**src/rtl/us_cmd_dispatch.sv**
```systemverilog
// ============================================================================
// Module      : us_cmd_dispatch
// Description : Consumer of the upstream command FIFO. Pops one 128-bit entry
//               at a time, serves completions as a single CPL/CPLD request to
//               the TX engine, splits WR32 DMA commands into MWr32 TLPs that
//               never cross a 4KB boundary, and reports finished commands.
// Revision    : 1.0 - initial release
// ============================================================================
`default_nettype none

module us_cmd_dispatch #(
    parameter int MAX_PAYLOAD_BYTES = 128,
    parameter int LEN_MAX           = 12
) (
    input  logic         clk,
    input  logic         rst_n,
    input  logic         fifo_empty_i,
    input  logic [127:0] fifo_dout_i,
    output logic         fifo_rd_en_o,
    output logic         tx_req_o,
    output logic [1:0]   tx_kind_o,
    input  logic         tx_ack_i,
    output logic [2:0]   tx_tc_o,
    output logic         tx_td_o,
    output logic         tx_ep_o,
    output logic [1:0]   tx_attr_o,
    output logic [9:0]   tx_len_o,
    output logic [15:0]  tx_rid_o,
    output logic [7:0]   tx_tag_o,
    output logic [7:0]   tx_be_o,
    output logic [6:0]   tx_lower_addr_o,
    output logic [31:0]  tx_addr_o,
    output logic         cmd_compl_o,
    output logic [1:0]   cmd_id_o,
    output logic         busy_o,
    output logic         err_invalid_o
);

    // Remaining-byte counter holds up to 2^LEN_MAX
    localparam int       REM_W       = LEN_MAX + 1;
    localparam logic [1:0] C_TYPE_CPL  = 2'd0;
    localparam logic [1:0] C_TYPE_CPLD = 2'd1;
    localparam logic [1:0] C_TYPE_WR32 = 2'd2;
    localparam logic [1:0] C_KIND_MWR  = 2'd2;

    typedef enum logic [2:0] {
        S_IDLE    = 3'd0,
        S_POP     = 3'd1,
        S_LATCH   = 3'd2,
        S_CPL_REQ = 3'd3,
        S_WR_REQ  = 3'd4,
        S_DONE    = 3'd5,
        S_DROP    = 3'd6
    } state_t;

    state_t           r_state;
    logic [31:0]      r_cur_addr;
    logic [REM_W-1:0] r_remaining;
    logic [12:0]      r_chunk;
    logic [1:0]       r_cmd_id;

    logic [1:0]       w_type;
    logic [4:0]       w_len_raw;
    logic [4:0]       w_len_clamp;
    logic [31:0]      w_lat_addr;
    logic [REM_W-1:0] w_lat_rem;
    logic [12:0]      w_lat_chunk;
    logic [31:0]      w_next_addr;
    logic [REM_W-1:0] w_next_rem;
    logic [12:0]      w_next_chunk;
    logic             w_unused;

    // Largest legal TLP at addr: bounded by what is left, max payload and
    // the distance to the next 4KB boundary (4096 when exactly aligned).
    function automatic logic [12:0] chunk_of(input logic [31:0] addr,
                                             input logic [REM_W-1:0] rem);
        logic [31:0] room;
        logic [31:0] lim;
        room = 32'd4096 - {20'd0, addr[11:0]};
        lim  = 32'(rem);
        if (32'(MAX_PAYLOAD_BYTES) < lim) lim = 32'(MAX_PAYLOAD_BYTES);
        if (room < lim) lim = room;
        return lim[12:0];
    endfunction

    assign w_type    = fifo_dout_i[63:62];
    assign w_len_raw = fifo_dout_i[61:57];
    assign busy_o    = (r_state != S_IDLE);

    // First-chunk values from the raw entry and next-chunk values from state
    always_comb begin
        w_len_clamp = w_len_raw;
        if (w_len_raw < 5'd2) begin
            w_len_clamp = 5'd2;
        end else if (w_len_raw > 5'(LEN_MAX)) begin
            w_len_clamp = 5'(LEN_MAX);
        end
        w_lat_rem    = {{(REM_W-1){1'b0}}, 1'b1} << w_len_clamp;
        w_lat_addr   = {fifo_dout_i[31:2], 2'b00};
        w_lat_chunk  = chunk_of(w_lat_addr, w_lat_rem);
        w_next_addr  = r_cur_addr + {19'd0, r_chunk};
        w_next_rem   = r_remaining - r_chunk[REM_W-1:0];
        w_next_chunk = chunk_of(w_next_addr, w_next_rem);
    end

    // Upper entry bits and sub-DW chunk bits carry no information here
    assign w_unused = ^{fifo_dout_i[127:64], w_lat_chunk[12], w_lat_chunk[1:0],
                        w_next_chunk[12], w_next_chunk[1:0]};

    // Dispatch FSM with registered outputs; pulses default low every cycle
    always_ff @(posedge clk or negedge rst_n) begin
        if (!rst_n) begin
            r_state         <= S_IDLE;
            r_cur_addr      <= '0;
            r_remaining     <= '0;
            r_chunk         <= '0;
            r_cmd_id        <= '0;
            fifo_rd_en_o    <= 1'b0;
            tx_req_o        <= 1'b0;
            tx_kind_o       <= '0;
            tx_tc_o         <= '0;
            tx_td_o         <= 1'b0;
            tx_ep_o         <= 1'b0;
            tx_attr_o       <= '0;
            tx_len_o        <= '0;
            tx_rid_o        <= '0;
            tx_tag_o        <= '0;
            tx_be_o         <= '0;
            tx_lower_addr_o <= '0;
            tx_addr_o       <= '0;
            cmd_compl_o     <= 1'b0;
            cmd_id_o        <= '0;
            err_invalid_o   <= 1'b0;
        end else begin
            fifo_rd_en_o  <= 1'b0;
            cmd_compl_o   <= 1'b0;
            err_invalid_o <= 1'b0;
            case (r_state)
                S_IDLE: begin
                    if (!fifo_empty_i) begin
                        fifo_rd_en_o <= 1'b1;
                        r_state      <= S_POP;
                    end
                end
                S_POP: begin
                    r_state <= S_LATCH;
                end
                S_LATCH: begin
                    r_cmd_id <= fifo_dout_i[56:55];
                    case (w_type)
                        C_TYPE_CPL, C_TYPE_CPLD: begin
                            tx_req_o        <= 1'b1;
                            tx_kind_o       <= w_type;
                            tx_tc_o         <= {2'b00, fifo_dout_i[54]};
                            tx_td_o         <= fifo_dout_i[53];
                            tx_ep_o         <= fifo_dout_i[52];
                            tx_attr_o       <= fifo_dout_i[51:50];
                            tx_len_o        <= fifo_dout_i[49:40];
                            tx_rid_o        <= fifo_dout_i[39:24];
                            tx_tag_o        <= fifo_dout_i[23:16];
                            tx_be_o         <= fifo_dout_i[15:8];
                            tx_lower_addr_o <= fifo_dout_i[6:0];
                            r_state         <= S_CPL_REQ;
                        end
                        C_TYPE_WR32: begin
                            tx_req_o    <= 1'b1;
                            tx_kind_o   <= C_KIND_MWR;
                            r_cur_addr  <= w_lat_addr;
                            r_remaining <= w_lat_rem;
                            r_chunk     <= w_lat_chunk;
                            tx_addr_o   <= w_lat_addr;
                            tx_len_o    <= w_lat_chunk[11:2];
                            r_state     <= S_WR_REQ;
                        end
                        default: begin
                            err_invalid_o <= 1'b1;
                            r_state       <= S_DROP;
                        end
                    endcase
                end
                S_CPL_REQ: begin
                    if (tx_ack_i) begin
                        tx_req_o <= 1'b0;
                        r_state  <= S_IDLE;
                    end
                end
                S_WR_REQ: begin
                    if (tx_ack_i) begin
                        r_cur_addr  <= w_next_addr;
                        r_remaining <= w_next_rem;
                        if (w_next_rem == '0) begin
                            tx_req_o    <= 1'b0;
                            cmd_compl_o <= 1'b1;
                            cmd_id_o    <= r_cmd_id;
                            r_state     <= S_DONE;
                        end else begin
                            r_chunk   <= w_next_chunk;
                            tx_addr_o <= w_next_addr;
                            tx_len_o  <= w_next_chunk[11:2];
                        end
                    end
                end
                S_DONE: begin
                    r_state <= S_IDLE;
                end
                S_DROP: begin
                    r_state <= S_IDLE;
                end
                default: begin
                    r_state <= S_IDLE;
                end
            endcase
        end
    end

endmodule

`default_nettype wire

```
**config.mk**
```make
export PLATFORM = sky130hd
export DESIGN_NAME = us_cmd_dispatch
export DESIGN_NICKNAME = d
export VERILOG_FILES = /design/src/rtl/us_cmd_dispatch.sv
export SDC_FILE = /design/constraint.sdc
export NUM_CORES = 1
export LEC_CHECK = 0
export ABC_AREA = 1
export BUFFER_PORTS_ARGS = -buffer_cell sky130_fd_sc_hd__buf_2
export CAP_MARGIN = 20
export CORE_MARGIN = 2
export CORE_UTILIZATION = 56
export CTS_BUF_LIST = sky130_fd_sc_hd__clkbuf_4
export CTS_CLUSTER_DIAMETER = 50
export CTS_CLUSTER_SIZE = 10
export DETAILED_ROUTE_END_ITERATION = 8
export MAX_ROUTING_LAYER = met4
export PLACE_DENSITY = 0.93
export SYNTH_ARGS = -nofsm -noshare
export SYNTH_HDL_FRONTEND = slang
export SYNTH_SLANG_ARGS = --single-unit
```
**constraint.sdc**
```tcl
create_clock -name clk -period 4.2 [get_ports clk]
set_clock_uncertainty 0.1 [all_clocks]
set_input_delay 0.21 -clock clk [delete_from_list [all_inputs] [get_ports clk]]
set_output_delay 0.21 -clock clk [all_outputs]
set_load 0.02 [all_outputs]
```
==> results.json <==
{
  "grt_antenna_before_repair": 1,
  "synthMuxAreaShare_pct": 0,
  "cts_root_buffer": "clkbuf_4",
  "crit_arrival_ps": 4500,
  "synth_edf_count": 0,
  "setup_violations": 0,
  "postRouteAntennaNets": 0,
  "ys_ff_latch": 157,
  "synth-simple-area-share_pct": 28.0,
  "first_pass_iters": 5,
  "clock_latency_ps": 590,
  "hpwlAfterDp_um": 19600,
  "synth_area_um2": 9630,
  "synthXorXnorAreaFrac_pct": 4.09,
  "worstHoldPathCells": 5,
  "num_io_pins": 229,
  "die_w_um": 135,
  "io_buffers": 162,
  "start_util_pct": 57.6,
  "postSynthAreaPerCell_um2": 7.37,
  "start_kind": "register",
  "layout_commonest_cell": "nand2_1",
  "cts_tree": "built",
  "ys_seq_area_share_pct": 40.8,
  "max_freq_mhz": 242,
  "path_class": "register to register",
  "routedWlPerCell_um": 16.4,
  "setup_ws_ps": 59.3,
  "synth_compound_area_share_pct": 12.0,
  "postSynthCellCount": 1306,
  "drc": 0,
  "num_rows": 47,
  "first_iter_violations": 1010,
  "worstPathRequired_ps": 4560,
  "tightest_slew_ps": 1050,
  "gr-total-overflow": 0,
  "cap_violations": 0,
  "async_flop_share_pct": 100,
  "clock-sinks": 157,
  "dp_slack_ps": 112,
  "drive_above_1_share_pct": 17.0,
  "drv_slew": 0,
  "track_usage_pct": 32.7,
  "max_slew_margin_pct": 30.1,
  "wirelength_um": 29000,
  "cts_buffers": 17,
  "yosys.cell_types.count": 50,
  "vias": 9916,
  "final_cell_mix": "433 x nand2_1, 161 x buf_2, 157 x dfrtp_1, 142 x inv_1, 103 x o21ai_0",
  "die_h_um": 135,
  "peakVddDrop_v": 0.000528,
  "area_delta_synth_final_pct": 21.5,
  "dieArea_um2": 18300,
  "finalCritPeriodShare_pct": 98.6,
  "first_global_vias": 9363,
  "synth_adder_area_share_pct": 6.91,
  "cts_buffer_depth": 2,
  "power.leakage_nw": 6.24,
  "viasPerCell": 5.60,
  "ys_warn_count": 0,
  "synth_top_family_by_area": "simple AND/OR/NAND/NOR gates",
  "status": "finished clean",
  "path_clk_slew_ps": 120,
  "worstRegToRegCells": 20,
  "post-route-min-period_ps": 4140,
  "grt_pass1_wl_um": 45900,
  "crit_path_end_kind": "register",
  "power_w": 0.0103,
  "finalNetCount": 1720,
  "n_fill_cell": 1233,
  "hold_viol": 0,
  "hp-class": "input pin to register",
  "worstPathMaxFanout": 9,
  "cts_max_level": 4,
  "grt_max_degree": 91,
  "synth_ff_type": "dfrtp_1",
  "power_density_nw_per_um2": 883,
  "place_congestion": 1.02,
  "fp.coreArea_um2": 16700
}
critical path, stage by stage, from the launching register on:
cell and delay (ps):
dfrtp_1 400, ha_1 190, inv_1 60, fa_1 410, o21ai_2 260, a21oi_4 110, o21ai_1 250, a31oi_1 190
xor2_1 310, inv_1 100, nand3_1 100, xor2_1 180, inv_1 80, ha_1 300, nand2_1 100, nor3b_2 270
nand2_4 140, nand2_4 160, nand2_1 80, nand3_1 160, a21oi_1 90
metrics by stage:
step           util, %  setup TNS (ps)  hold slack, ps  cells  cell area [um2]
6_report          70.1               0            30.1   1770            11700
5_1_grt           70.1           -2470            50.6   1770            11700
3_3_place_gp      63.9               0             232   1670            10700
2_1_floorplan        -               0            -186   1316             9660
3_5_place_dp      63.9               0             234   1670            10700
4_1_cts           69.3               0            7.71   1763            11600
synthesized netlist by cell type, types with 3 or more instances:
cell	n	area, um2
inv_2	7	26.3
nand3b_1	3	22.5
ha_1	50	626
nor4_1	6	37.5
o21ai_1	8	40.0
buf_4	5	37.5
buf_6	3	33.8
or2_2	8	50.1
a21oi_1	61	305
nand2_1	434	1630
o221ai_1	7	61.3
a31oi_1	13	81.3
xnor2_1	13	114
clkbuf_1	25	93.8
dfrtp_1	157	3930
o22ai_1	4	25.0
nand2_2	6	37.5
nor2_1	89	334
a21oi_2	4	35.0
buf_1	4	15.0
nand4_1	12	75.1
buf_2	6	30.0
xor2_1	32	280
nand3_1	55	275
nor3_1	14	70.1
inv_1	143	537
o21ai_0	104	521
path summary, 6_finish.rpt:
path	startpoint	endpoint	slack, ps
max reg2reg	r_chunk[0]	r_chunk[6]	60
max	r_chunk[0]	r_chunk[6]	60
min	fifo_dout_i[46]	tx_len_o[6]	30
min reg2reg	tx_rid_o[8]	tx_rid_o[8]	380
min in group asynchronous	rst_n	r_cur_addr[28]	160
max in group asynchronous	rst_n	r_chunk[3]	2840
what timing repair did:
action | 4_1_cts | 5_1_grt
buffers inserted | 0 | 6
endpoints found under the hold margin | 180 | 0
setup endpoints to repair | 0 | 23
hold buffers | 61 | 0
gates resized for setup | 0 | 16
cells by family (layout without fill, tap and decap cells):
family,count (synthesis),count (layout)
buf+inv,195,428
xor+xnor,45,45
compound gates,211,211
other cells,2,13
simple gates,644,644
flops,157,157
fa+ha+maj,52,52
final cells by class:
cell class              instances  area [um2]  area share, %
inverters                     152         571           4.88
clock inverters                15         169           1.44
flip-flops and latches        157        3930           33.6
clock buffers                  17         128           1.09
multi-input cells             964        5040           43.1
diodes                          1        2.50         0.0214
repair buffers                244        1590           13.5
well taps                     220         275           2.35
state kept, by name (all words and copies together), names as in the netlist, 2 cells and up:
name and count:
tx_lower_addr_o 7, tx_addr_o 32, cmd_id_o 2, r_state 3, tx_attr_o 2, tx_be_o 8, tx_tag_o 8, r_chunk 13
tx_len_o 10, tx_kind_o 2, r_cur_addr 32, tx_rid_o 16, r_remaining 13, r_cmd_id 2
power by group:
group	internal [W]	switching, W	total, W
Combinational	0.00232	0.00437	0.00669
Clock	0.000409	0.000566	0.000975
Sequential	0.00219	0.000484	0.00267
Total	0.00492	0.00542	0.0103
metal layers:
layer / global-route usage, % / routed length, um / vias to the layer above / part of all wire (%)
li1: - / - / 4641 / -
met1: 41.0 / 11500 / 4589 / 40
met2: 51.3 / 13200 / 579 / 46
met3: 8.11 / 3190 / 107 / 11
met4: 12.7 / 1010 / 0 / 3.5
met5: - / 0 / - / 0
Power figures use the tool's default switching activity.
